[config.mk]
export PLATFORM = sky130hd
export DESIGN_NAME = phist_ckpt_ctrl_flat
export DESIGN_NICKNAME = d
export VERILOG_FILES = /design/src/rtl/phist_ckpt_ctrl_pkg.sv /design/src/rtl/phist_ckpt_ctrl_if.sv /design/src/rtl/phist_ckpt_ctrl_ram.sv /design/src/rtl/phist_ckpt_ctrl.sv /design/src/flat_wrapper.sv
export SDC_FILE = /design/constraint.sdc
export NUM_CORES = 1
export LEC_CHECK = 0
export CAP_MARGIN = 20
export CORE_ASPECT_RATIO = 0.8
export CORE_UTILIZATION = 40
export CTS_CLUSTER_DIAMETER = 30
export DETAILED_ROUTE_END_ITERATION = 10
export PLACE_DENSITY = 0.67
export REMOVE_ABC_BUFFERS = 1
export SYNTH_ARGS = -nofsm -noshare
export SYNTH_HDL_FRONTEND = slang
export SYNTH_SLANG_ARGS = --single-unit
[constraint.sdc]
create_clock -name clk -period 7.96 [get_ports clk]
set_input_delay 1.194 -clock clk [delete_from_list [all_inputs] [get_ports clk]]
set_output_delay 1.194 -clock clk [all_outputs]
set_load 0.05 [all_outputs]
[src/rtl/phist_ckpt_ctrl_pkg.sv]
// Shared types for the TAGE path-history checkpoint controller.
package tage_pkg;
  localparam int PHIST_LEN_DEFAULT = 16;
  typedef logic [PHIST_LEN_DEFAULT-1:0] phist_t;
  typedef enum logic {IDLE, RECOVER} ckpt_state_e;
endpackage

[src/rtl/phist_ckpt_ctrl_if.sv]
// Fetch / branch-resolve side of the path-history controller.
interface phist_ckpt_ctrl_if #(
  parameter int CKPT_DEPTH = 8
);
  localparam int TAG_W = $clog2(CKPT_DEPTH);

  logic             pred_valid;
  logic [31:0]      pred_pc;
  logic             pred_ready;
  logic [TAG_W-1:0] pred_tag;
  logic             commit_valid;
  logic             flush_valid;
  logic [TAG_W-1:0] flush_tag;
  logic             flush_all;

  modport master (
    output pred_valid, pred_pc, commit_valid, flush_valid, flush_tag, flush_all,
    input  pred_ready, pred_tag
  );
  modport slave (
    input  pred_valid, pred_pc, commit_valid, flush_valid, flush_tag, flush_all,
    output pred_ready, pred_tag
  );
endinterface

[src/rtl/phist_ckpt_ctrl_ram.sv]
// Checkpoint store: one write port (push), two async read ports (head, flush tag).
module phist_ckpt_ram #(
  parameter int  PHIST_LEN  = 16,
  parameter int  CKPT_DEPTH = 8,
  localparam int TAG_W      = $clog2(CKPT_DEPTH)
) (
  input  logic                 clk,
  input  logic                 we,
  input  logic [TAG_W-1:0]     waddr,
  input  logic [PHIST_LEN-1:0] wdata,
  input  logic [TAG_W-1:0]     raddr_head,
  output logic [PHIST_LEN-1:0] rdata_head,
  input  logic [TAG_W-1:0]     raddr_flush,
  output logic [PHIST_LEN-1:0] rdata_flush
);
  logic [CKPT_DEPTH-1:0][PHIST_LEN-1:0] mem;

  // No reset: entries are only read inside the valid [head,tail) window.
  always_ff @(posedge clk)
    if (we) mem[waddr] <= wdata;

  assign rdata_head  = mem[raddr_head];
  assign rdata_flush = mem[raddr_flush];
endmodule

[src/rtl/phist_ckpt_ctrl.sv]
// Speculative/architectural path-history controller with per-branch checkpoints.
// Optional PHIST_CKPT_PERF_EN adds saturating push/flush/full-stall counters.
module phist_ckpt_ctrl
  import tage_pkg::*;
#(
  parameter int  PHIST_LEN  = PHIST_LEN_DEFAULT,
  parameter int  CKPT_DEPTH = 8,
  localparam int TAG_W      = $clog2(CKPT_DEPTH)
) (
  input  logic                 clk,
  input  logic                 rst_n,
  phist_ckpt_ctrl_if.slave     bus,
  output logic [PHIST_LEN-1:0] spec_phist,
  output logic [PHIST_LEN-1:0] arch_phist,
  output logic [TAG_W:0]       ckpt_count,
  output logic                 busy
`ifdef PHIST_CKPT_PERF_EN
  ,
  output logic [31:0]          perf_push,
  output logic [31:0]          perf_flush,
  output logic [31:0]          perf_full_stall
`endif
);
  ckpt_state_e          state, state_nxt;
  logic [TAG_W:0]       head, tail, count, head_nxt, tail_flush;
  logic [TAG_W-1:0]     flush_off;
  logic                 full, ready, push, do_commit, flush_hit, any_flush;
  logic [PHIST_LEN-1:0] push_hist, rd_head, rd_flush, arch_nxt;
  logic                 unused_pc;

  assign unused_pc  = ^{bus.pred_pc[31:3], bus.pred_pc[1:0]};
  assign count      = tail - head;
  assign full       = (count == (TAG_W+1)'(CKPT_DEPTH));
  assign any_flush  = bus.flush_valid | bus.flush_all;
  assign push       = bus.pred_valid & ready;
  assign do_commit  = bus.commit_valid & (count != '0);
  // Offset from head tells whether flush_tag lies in the in-flight window.
  assign flush_off  = bus.flush_tag - head[TAG_W-1:0];
  assign flush_hit  = bus.flush_valid & ({1'b0, flush_off} < count);
  assign tail_flush = head + {1'b0, flush_off} + (TAG_W+1)'(1);
  assign push_hist  = {spec_phist[PHIST_LEN-2:0], bus.pred_pc[2]};
  assign head_nxt   = head + (TAG_W+1)'(do_commit);
  assign arch_nxt   = do_commit ? rd_head : arch_phist;

  assign bus.pred_ready = ready;
  assign bus.pred_tag   = tail[TAG_W-1:0];
  assign ckpt_count     = count;
  assign busy           = (state == RECOVER);

  phist_ckpt_ram #(.PHIST_LEN(PHIST_LEN), .CKPT_DEPTH(CKPT_DEPTH)) u_ram (
    .clk         (clk),
    .we          (push),
    .waddr       (tail[TAG_W-1:0]),
    .wdata       (push_hist),
    .raddr_head  (head[TAG_W-1:0]),
    .rdata_head  (rd_head),
    .raddr_flush (bus.flush_tag),
    .rdata_flush (rd_flush)
  );

  always_ff @(posedge clk or negedge rst_n)
    if (!rst_n) state <= IDLE;
    else        state <= state_nxt;

  always_comb begin
    state_nxt = state;
    ready     = 1'b0;
    case (state)
      IDLE: begin
        ready = ~full & ~any_flush;
        if (any_flush) state_nxt = RECOVER;
      end
      RECOVER: state_nxt = any_flush ? RECOVER : IDLE;
      default: state_nxt = IDLE;
    endcase
  end

  // flush_all restores from the post-commit architectural state.
  always_ff @(posedge clk or negedge rst_n)
    if (!rst_n) begin
      head       <= '0;
      tail       <= '0;
      spec_phist <= '0;
      arch_phist <= '0;
    end else begin
      head       <= head_nxt;
      arch_phist <= arch_nxt;
      if (bus.flush_all) begin
        spec_phist <= arch_nxt;
        tail       <= head_nxt;
      end else if (flush_hit) begin
        spec_phist <= rd_flush;
        tail       <= tail_flush;
      end else if (push) begin
        spec_phist <= push_hist;
        tail       <= tail + (TAG_W+1)'(1);
      end
    end

`ifdef PHIST_CKPT_PERF_EN
  logic [32:0] flush_sum;
  assign flush_sum = {1'b0, perf_flush} + 33'({1'b0, bus.flush_valid} + {1'b0, bus.flush_all});

  always_ff @(posedge clk or negedge rst_n)
    if (!rst_n) begin
      perf_push       <= '0;
      perf_flush      <= '0;
      perf_full_stall <= '0;
    end else begin
      if (push && perf_push != '1) perf_push <= perf_push + 32'd1;
      perf_flush <= flush_sum[32] ? '1 : flush_sum[31:0];
      if (bus.pred_valid && full && perf_full_stall != '1)
        perf_full_stall <= perf_full_stall + 32'd1;
    end
`endif
endmodule

[src/flat_wrapper.sv]
// flat-port wrapper written by rule: the top's interface ports become plain ports
module phist_ckpt_ctrl_flat import tage_pkg::*;
#(
  parameter int  PHIST_LEN  = PHIST_LEN_DEFAULT,
  parameter int  CKPT_DEPTH = 8,
  localparam int TAG_W      = $clog2(CKPT_DEPTH)
)
  (clk, rst_n, spec_phist, arch_phist, ckpt_count, busy, bus_pred_valid, bus_pred_pc, bus_commit_valid, bus_flush_valid, bus_flush_tag, bus_flush_all, bus_pred_ready, bus_pred_tag);
  phist_ckpt_ctrl_if #(.CKPT_DEPTH(CKPT_DEPTH)) bus_i ();
  input  logic clk;
  input  logic rst_n;
  output logic [PHIST_LEN-1:0] spec_phist;
  output logic [PHIST_LEN-1:0] arch_phist;
  output logic [TAG_W:0] ckpt_count;
  output logic busy;
  input wire logic [$bits(bus_i.pred_valid)-1:0] bus_pred_valid;
  input wire logic [$bits(bus_i.pred_pc)-1:0] bus_pred_pc;
  input wire logic [$bits(bus_i.commit_valid)-1:0] bus_commit_valid;
  input wire logic [$bits(bus_i.flush_valid)-1:0] bus_flush_valid;
  input wire logic [$bits(bus_i.flush_tag)-1:0] bus_flush_tag;
  input wire logic [$bits(bus_i.flush_all)-1:0] bus_flush_all;
  output wire logic [$bits(bus_i.pred_ready)-1:0] bus_pred_ready;
  output wire logic [$bits(bus_i.pred_tag)-1:0] bus_pred_tag;
  assign bus_i.pred_valid = bus_pred_valid;
  assign bus_i.pred_pc = bus_pred_pc;
  assign bus_i.commit_valid = bus_commit_valid;
  assign bus_i.flush_valid = bus_flush_valid;
  assign bus_i.flush_tag = bus_flush_tag;
  assign bus_i.flush_all = bus_flush_all;
  assign bus_pred_ready = bus_i.pred_ready;
  assign bus_pred_tag = bus_i.pred_tag;
  phist_ckpt_ctrl #(.PHIST_LEN(PHIST_LEN), .CKPT_DEPTH(CKPT_DEPTH)) u_core (.clk(clk), .rst_n(rst_n), .bus(bus_i), .spec_phist(spec_phist), .arch_phist(arch_phist), .ckpt_count(ckpt_count), .busy(busy));
endmodule
==> flow_metrics.py <==
metrics = {
    "cts": {
        "post-cts-setup-buffers": 0,
        "cts_buffers": 17,
        "cts.clk_slew.worst_paths_ns": 0.07,
        "clockRootBuffer": "clkbuf_16",
        "clk_latency_ns": 0.44,
        "ctsResizeCount": 0,
        "cts_tree": "built",
        "hold_buffers": 0,
        "clkSinkCount": 169,
        "clock_path_buffers": 2,
        "ctsHtreeMaxLevel": 4,
    },
    "synthesis": {
        "ys_seq_elements": 169,
        "synthCells": 478,
        "synth-warning-count": 0,
        "synthDistinctLibCells": 47,
        "synth_area_leaders": "edfxtp_1, dfrtp_1, mux4_2",
        "synth_commonest_cells": "edfxtp_1, mux4_2, dfrtp_1",
        "synth_most_common_cell": "edfxtp_1",
        "async_flop_share_pct": 24.3,
        "synth.top_cell.area_share_pct": 46.9,
        "avgSynthCellArea_um2": 17.1,
        "ys.flop_type": "edfxtp_1",
        "synthesis.area_um2": 8190,
        "synth_edf_count": 128,
        "seq_area_frac_synth_pct": 59.5,
        "synth_top_cell_by_area": "edfxtp_1",
    },
    "die": {
        "dieArea_um2": 21100,
        "die_h_um": 130,
        "rows": 46,
        "pin_count": 82,
        "die_width_um": 162,
        "core_um2": 19900,
        "start_util_pct": 41.1,
    },
    "hold_path": {
        "min_path_cells": 1,
        "min_to": "u_core.spec_phist[15]",
        "hold_path_class": "reg -> reg",
        "worstHoldStart": "u_core.spec_phist[15]",
    },
    "timing": {
        "hold-worst-slack_ns": 0.522,
        "fin_tns_setup_ns": 0,
        "setup_slack_ns": 3.04,
        "drv_slew": 0,
        "tightest_slew_ns": 1.13,
        "setup_viol_count_final": 0,
        "finalHoldViolCount": 0,
        "slew_headroom_pct": 24.5,
        "period_share_pct": 61.8,
        "timing.final.crit_period_ns": 4.92,
        "fin_skew_ns": 0.0108,
        "rsz0062_at_grt": "no",
        "clock.fmax_ghz": 0.203,
    },
    "routing": {
        "vias": 4777,
        "wl_per_cell_um": 24.4,
        "drt-total-wl_um": 19700,
        "drtAntennaViolNets": 0,
        "drt_iter0_markers": 385,
        "drc": 0,
        "drt-pass1-iter-count": 5,
        "via_per_inst": 5.94,
    },
    "critical_path": {
        "worstSetupPathType": "in -> out",
        "worstSetupEndpointType": "primary output",
        "crit_required_ns": 6.77,
        "reg2reg_depth": 10,
        "start_kind": "primary input",
        "crit_fanout": 39,
        "r2r-end": "u_core.u_ram.mem[89]",
        "r2r_setup_slack_ns": 3.98,
        "critical_path_arrival_ns": 3.72,
        "r2r_start": "u_core.head[2]",
    },
    "power": {
        "powerDensity_nw_per_um2": 417,
        "power_leakage_nw": 3.43,
        "ir_worst_vdd_v": 0.000534,
    },
    "placed_design": {
        "place_ws_ns": 2.82,
        "numPortBuffers": 50,
        "place_congestion": 0.782,
        "placed_cells": 771,
        "dp_hpwl_um": 11200,
    },
    "layout": {
        "drive_above_1_share_pct": 22.8,
        "finalNetCount": 582,
        "area_growth_pct": 17.1,
        "final_cells": 804,
        "antennaDiodeCount": 0,
    },
    "outcome": {
        "outcome": "finished clean",
    },
    "grt": {
        "grt_pass1_vias": 5109,
        "antenna_found_initial": 0,
        "grt-ovfl-total": 0,
        "grt_pass1_wl_um": 30500,
        "grt_max_degree": 42,
        "gr-usage-all-layers_pct": 20.4,
    },
    "flow_run": {
        "drv_cap": 0,
    },
}
-- cells in the final DEF, fill, tap and decap left out, drive strengths merged, types with 2 or more instances in the layout --
cell type        n
xnor2            5
o21ai           21
clkbuf          17
inv             27
edfxtp         128
bufinv           3
clkinv           2
nor3             5
nand2           26
a21o             2
nor2            17
buf             20
nand3            5
a32oi           16
clkdlybuf4s50   48
mux2i           18
ha              12
a221o           16
nor3b            2
and3b            3
mux4            64
fa               2
mux2            16
xor2             8
dfrtp           41
a21oi            3
-- cell families after synthesis --
logic type | share of synthesized area, %
and+or+nand+nor | 3.39
xor gates and xnor gates | 1.48
buffers and inverters | 3.71
muxes | 23.0
adders and majority gates | 2.32
DFF | 59.5
AOI/OAI and AO/OA | 6.66
-- worst max-delay path, stage by stage --
cell,delay (ns)
clkdlybuf4s50_1,0.40
buf_4,0.29
inv_1,0.19
nand2_1,0.12
a311oi_4,0.26
buf_4,0.38
clkdlybuf4s50_1,0.88
-- metal layers --
layer / GRT usage (%) / share of wire [%] / up-vias
li1: - / - / 2057
met1: 26.5 / 43 / 2509
met2: 33.4 / 48 / 187
met3: 5.12 / 7.1 / 24
met4: 7.38 / 1.7 / 0
met5: 0 / 0 / -
-- worst max path at each step --
stage | from | to | slack (ns) | cells past startpoint
floorplan | u_core.head[1] | u_core.u_ram.mem[0] | 1.75 | 6
global placement | bus_flush_tag[0] | u_core.tail[2] | 2.87 | 13
detailed placement | bus_flush_tag[0] | u_core.tail[2] | 2.82 | 13
CTS | bus_flush_all | bus_pred_ready | 3.03 | 7
global route | bus_flush_all | bus_pred_ready | 2.93 | 7
finish | bus_flush_all | bus_pred_ready | 3.04 | 7
-- layout make-up --
cell class	count	area (µm²)
clock buffer	17	425
clock inverter	15	200
fill	1734	10300
inverter	17	63.8
multi-input combinational	254	3050
sequential	169	4870
tap	264	330
timing repair buffer	68	653
-- state kept, by name (all words and copies together), names as in the netlist --
register           cells
u_core.head            4
u_core.spec_phist     16
u_core.u_ram.mem     128
u_core.tail            4
u_core.arch_phist     16
u_core.busy            1
-- report_power, final --
| group | leakage [nW] | switching [W] | total [W] | internal (W) |
|---|---|---|---|---|
| clock | 0.309 | 0.000370 | 0.000877 | 0.000507 |
| sequential | 1.66 | 0.000192 | 0.00134 | 0.00115 |
| combinational | 1.46 | 0.00108 | 0.00177 | 0.000692 |
| total | 3.43 | 0.00164 | 0.00400 | 0.00235 |
-- through the flow --
step	utilization [%]	power, W	instance area (µm²)
finish	48.2	0.00400	9590
CTS	48.1	0.00401	9580
detailed placement	44.9	0.00313	8950
global placement	44.8	0.00308	8920
floorplan	-	0.00254	7950
global route	48.2	0.00420	9590
Power figures use the tool's default switching activity.
==> patch 1 (config.mk and constraints unchanged) <==
`PHIST_LEN_DEFAULT`: 16 -> 8.
--- a/src/rtl/phist_ckpt_ctrl_pkg.sv
+++ b/src/rtl/phist_ckpt_ctrl_pkg.sv
@@ -2,3 +2,3 @@
 package tage_pkg;
-  localparam int PHIST_LEN_DEFAULT = 16;
+  localparam int PHIST_LEN_DEFAULT = 8;
   typedef logic [PHIST_LEN_DEFAULT-1:0] phist_t;
Interface: changed (resized arch_phist and spec_phist); port bits go from 82 to 66. The function was not compared with the original's and may differ.
==> patch 1 against the unedited design <==
- wire length fell by 49%
- fmax decreased by 3.1%
- synthesized cell count down 37%
- core utilization fell by 0.13 points
- setup slack got worse by 160 ps
- synthesized area shrank 44%
- design area fell by 45%
- sequential cell count fell by 80
- total power decreased by 42%
- critical endpoint unchanged
- highest routed layer unchanged
==> patch 1: results (changes against the unedited design) <==
Outcome
  • Status: complete, no violations

Critical path
  • Largest stage delay, worst path: 990 ps (+110 ps)
  • Cell family with most CP delay: buffers and inverters
  • Worst path slowest cell: dfrtp_1
  • Crit path max fanout: 20 (-49%)
  • Worst EP arrival: 3880 ps (+160 ps)

Logic synthesis
  • Synthesized-area fraction occupied by adder cells: 0.0413 (+0.0180)
  • Compound-Gate Fraction of Synth Area: 0.0709 (+0.00425)
  • Commonest cells in the netlist: edfxtp_1 (64), nand2_1 (30), dfrtp_1 (25)
  • Multiplexer share of the synthesized area: 0.203 (-0.0268)
  • Synth area leaders: edfxtp_1 (42%), dfrtp_1 (14%), mux4_2 (11%), mux4_1 (5.1%), mux2_2 (3.9%)
  • Post-Synth XOR/XNOR Area: 0.0228 (+0.00799)
  • Netlist cell types: 45 (-4.3%)
  • Synth Instances: 301 (-37%)
  • Post-synth EDFFs: 64 (-50%)
  • Synth warn: 0 (unchanged)
  • Post-synth ARST share: 0.281 (+0.0383)
  • Register area share after synthesis: 0.553 (-0.0418)

CTS
  • Reg clk slew, reported paths: ~60 ps
  • Setup bufs post-CTS: 0 (unchanged)
  • Clk Latency, worst-skew pair: 330 ps (-110 ps)
  • Post_cts resized: 0 (unchanged)
  • Maximum buffer depth of the clock tree: 2 (unchanged)
  • H-tree Lvls: 3 (-1)
  • CTS Buf Count: 9 (-8)
  • Root Buffer: clkbuf_16

GRT
  • First-pass GRT wire length: 16.0 mm (-48%)
  • Initial antenna violation count: 0 (unchanged)
  • Largest net degree at the start of global routing: 28 (-33%)
  • Gr usage total: 0.184 (-0.0197)

Route
  • DR iter-0 viols: 250 (-35%)
  • Vias post-DR: 2778 (-42%)
  • First drt pass iteration count: 5 (unchanged)
  • Avg WL per Cell: 21.0 um (-14%)

Power
  • Pint: 1.29 mW (-45%)
  • Max VDD drop: 218 uV (-59%)
  • Pleak: 1.94 nW (-43%)

Finish
  • Fin cells: 482 (-40%)
  • # diodes: 0 (unchanged)
  • Layout cells sized above 1: 0.198 (-0.0296)
  • Largest regs: u_core.u_ram.mem (64), u_core.arch_phist (8), u_core.spec_phist (8)
  • Filler Cell Count: 951 (-45%)
  • Final #Nets: 388 (-33%)

Placed design
  • Post-DP HPWL: 6.60 mm (-41%)
  • Number of cells after detailed placement: 466 (-40%)
  • Pre-CTS WS: 3000 ps (+176 ps)
  • DP Area: 5050 sq um (-44%)
  • Port buffer count: 34 (-32%)
  • Routability Congestion: 0.780 (-0.24%)

Timing
  • Max transition margin: 0.291 (+0.0458)
  • Clk_skew: 4.37 ps (-6.41 ps)

Hold path
  • Min-delay worst type: reg2reg

Flow run
  • Max Cap Violations: 0 (unchanged)
## patch 1: routing by layer
layer / wire length, um / part of all wire / track usage
met3: 570 / 0.056 / 0.0333
met5: 0 / 0 / 0
met4: 117 / 0.012 / 0.0627
met2: 4910 / 0.48 / 0.284
met1: 4530 / 0.45 / 0.262
## patch 1: layout make-up
type,count,area (sq um),share of cell area
Sequential cell,89,2550,0.480
Multi-Input combinational cell,179,1870,0.353
Timing Repair Buffer,42,400,0.0754
Clock buffer,11,233,0.0438
Tap cell,144,180,0.0339
Inverter,12,45.0,0.00848
Clock inverter,5,32.5,0.00612
## patch 1: path summary, 6_finish.rpt
kind                                             end  cells past startpoint                  from  slack, ps
min in group asynchronous                u_core.busy                      2                 rst_n       1230
worst max-delay path                  bus_pred_ready                      6        u_core.head[2]       2890
worst min-delay path            u_core.arch_phist[3]                      1  u_core.arch_phist[3]        560
worst max register to register  u_core.u_ram.mem[44]                      8        u_core.head[2]       3650
worst min register to register  u_core.arch_phist[3]                      1  u_core.arch_phist[3]        560
max in group asynchronous       u_core.spec_phist[1]                      2                 rst_n       6460
## patch 1: power groups by stage
stage | Combinational, mW | Sequential (mW) | Clock, mW
after floorplan | 0.673 | 0.895 | 0
after global placement | 1.16 | 0.761 | 0
after detailed placement | 1.17 | 0.763 | 0
after CTS | 1.18 | 0.755 | 0.385
after global routing | 1.27 | 0.772 | 0.404
final | 1.17 | 0.756 | 0.381
## patch 1: cell families (layout without fill, tap and decap cells)
group / count (synthesis) / in the layout
compound gates: 39 / 39
xor+xnor: 12 / 12
fa+ha+maj: 14 / 14
buf+inv: 33 / 70
flops: 89 / 89
mux: 48 / 48
simple gates: 66 / 66
==> patch 2 (same settings) <==
Without the edit above. Put a register stage on the output `ckpt_count`, without a reset. The value now appears one clock later. The other outputs are not delayed to match.
--- a/src/rtl/phist_ckpt_ctrl.sv
+++ b/src/rtl/phist_ckpt_ctrl.sv
@@ -46,3 +46,5 @@
   assign bus.pred_tag   = tail[TAG_W-1:0];
-  assign ckpt_count     = count;
+  always_ff @(posedge clk) begin
+    ckpt_count <= count;
+  end
   assign busy           = (state == RECOVER);
Check against the original RTL: not equivalent (Yosys sat finds a counterexample within 4 cycles, from zero or initial values and one cycle with rst_n low).
==> patch 2 against the unedited design <==
- setup slack better by 360 ps
- largest cell class unchanged
- synthesized area down 0.34%
- total power about the same
- final cell count up 0.50%
- sequential cell count up 4
- non-clock buffer count unchanged
- wire length down 2.6%
- via count down 2.7%
- sequential power up 3%
- register-to-register slack better by 180 ps
- design area up 0.68%
==> patch 2: results (changes against the unedited design) <==
Logic synthesis
  • Synthesized-area fraction occupied by adder cells: 0.0233 (+0.0000783)
  • Post-Synth XOR/XNOR Area: 0.0149 (+0.0000500)
  • Multiplexer share of the synthesized area: 0.221 (-0.00888)
  • Post-synth EDFFs: 128 (unchanged)
  • Compound-Gate Fraction of Synth Area: 0.0676 (+0.000991)
  • Netlist cell types: 46 (-2.1%)
  • Synth area leaders: edfxtp_1 (47%), mux4_2 (18%), dfrtp_1 (13%), mux2i_1 (2.2%), mux2_2 (2.1%)
  • Commonest cells in the netlist: edfxtp_1 (128), mux4_2 (64), dfrtp_1 (41)
  • Post-synth ARST share: 0.237 (-0.00561)
  • Register area share after synthesis: 0.606 (+0.0118)
  • Avg Cell Area, Syn: 16.9 sq um (-1.2%)

Timing
  • Slew at the pin with the worst max-slew slack: 1040 ps (-92.4 ps)
  • Clk_skew: 7.44 ps (-3.34 ps)
  • Hold slack: 518 ps (-3.88 ps)
  • Fin crit share: 0.573 (-0.0447)
  • # setup viols final: 0 (unchanged)

CTS
  • Post_cts resized: 0 (unchanged)
  • Clk Latency, worst-skew pair: 440 ps (about the same)

Route
  • Total Routed Length: 19.1 mm (-2.6%)
  • First drt pass iteration count: 4 (-1)
  • DR iter-0 viols: 343 (-11%)
  • Met3 wire len: 1.11 mm (-20%)
  • Met2 wire len: 9.55 mm (+0.38%)
  • Vias post-DR: 4650 (-2.7%)
  • Vias per inst: 5.75 (-3.1%)
  • Met1 WL: 8.22 mm (-2.1%)

Finish
  • Finished Core Util: 0.485 (+0.00327)
  • Final #Nets: 586 (+0.69%)
  • Sequential cell area share: 0.513 (+0.00487)
  • Multi-input gates: 254 (unchanged)
  • Signal buffers share of area: 0.0671 (-0.000977)
  • Filler Cell Count: 1667 (-3.9%)
  • CLK BUF: 19 (+2)
  • # diodes: 0 (unchanged)
  • ClkCell Share: 0.0719 (+0.00669)
  • Seq_cells: 173 (+2.4%)
  • Area of the multi-input gates: 2970 sq um (-2.6%)
  • Layout cells sized above 1: 0.267 (+0.0388)

Placed design
  • DP Area: 8910 sq um (-0.43%)
  • Pre-CTS WS: 3180 ps (+357 ps)
  • Post-DP HPWL: 11.1 mm (-0.30%)
  • Number of cells after detailed placement: 773 (+0.26%)
  • Routability Congestion: 0.769 (-1.6%)

Critical path
  • Worst EP arrival: 3370 ps (-350 ps)
  • FF-to-FF setup slack: 4160 ps (+180 ps)
  • Worst reg-to-reg path cell count: 15 (+5)
  • Reg-to-Reg End: u_core.tail[2]
  • RR Startpoint: u_core.tail[0]

GRT
  • Initial antenna violation count: 0 (unchanged)
  • GRT met1 Usage: 0.251 (-0.0140)
  • Vias in the first global route: 4979 (-2.5%)
  • Gr usage total: 0.195 (-0.00885)
  • Met3 Track Usage GR: 0.0451 (-0.00604)
  • First-pass GRT wire length: 29.4 mm (-3.5%)

Power
  • Pleak: 3.41 nW (-0.63%)
  • Max VDD drop: 168 uV (-69%)

Outcome
  • Status: complete, no violations
==> patch 2: cell types whose count changed after synthesis, moves of 2 or more <==
| cell | unedited run | this run |
|---|---|---|
| buf_12 | 3 | 0 |
| buf_2 | 12 | 10 |
| buf_6 | 2 | 4 |
| dfxtp_1 | 0 | 4 |
| mux4_1 | 21 | 0 |
| mux4_2 | 43 | 64 |
==> patch 2: power breakdown <==
| part | switching (mW) | leakage (nW) | internal [mW] |
|---|---|---|---|
| sequential | 0.195 | 1.69 | 1.18 |
| combinational | 0.990 | 1.38 | 0.655 |
| clock | 0.337 | 0.340 | 0.633 |
| total | 1.52 | 3.41 | 2.47 |
==> patch 2: kinds of logic after synthesis <==
family,count (synthesis)
AOI/OAI and AO/OA,68
xor gates and xnor gates,13
adders and majority gates,14
buffers and inverters,55
DFF,173
muxes,98
and+or+nand+nor,61
==> patch 2: worst max-delay path: stages <==
cell and delay [ps]:
clkdlybuf4s50_1 400, buf_4 280, inv_1 230, nand2_1 130, a311oi_4 280, clkdlybuf4s50_1 850
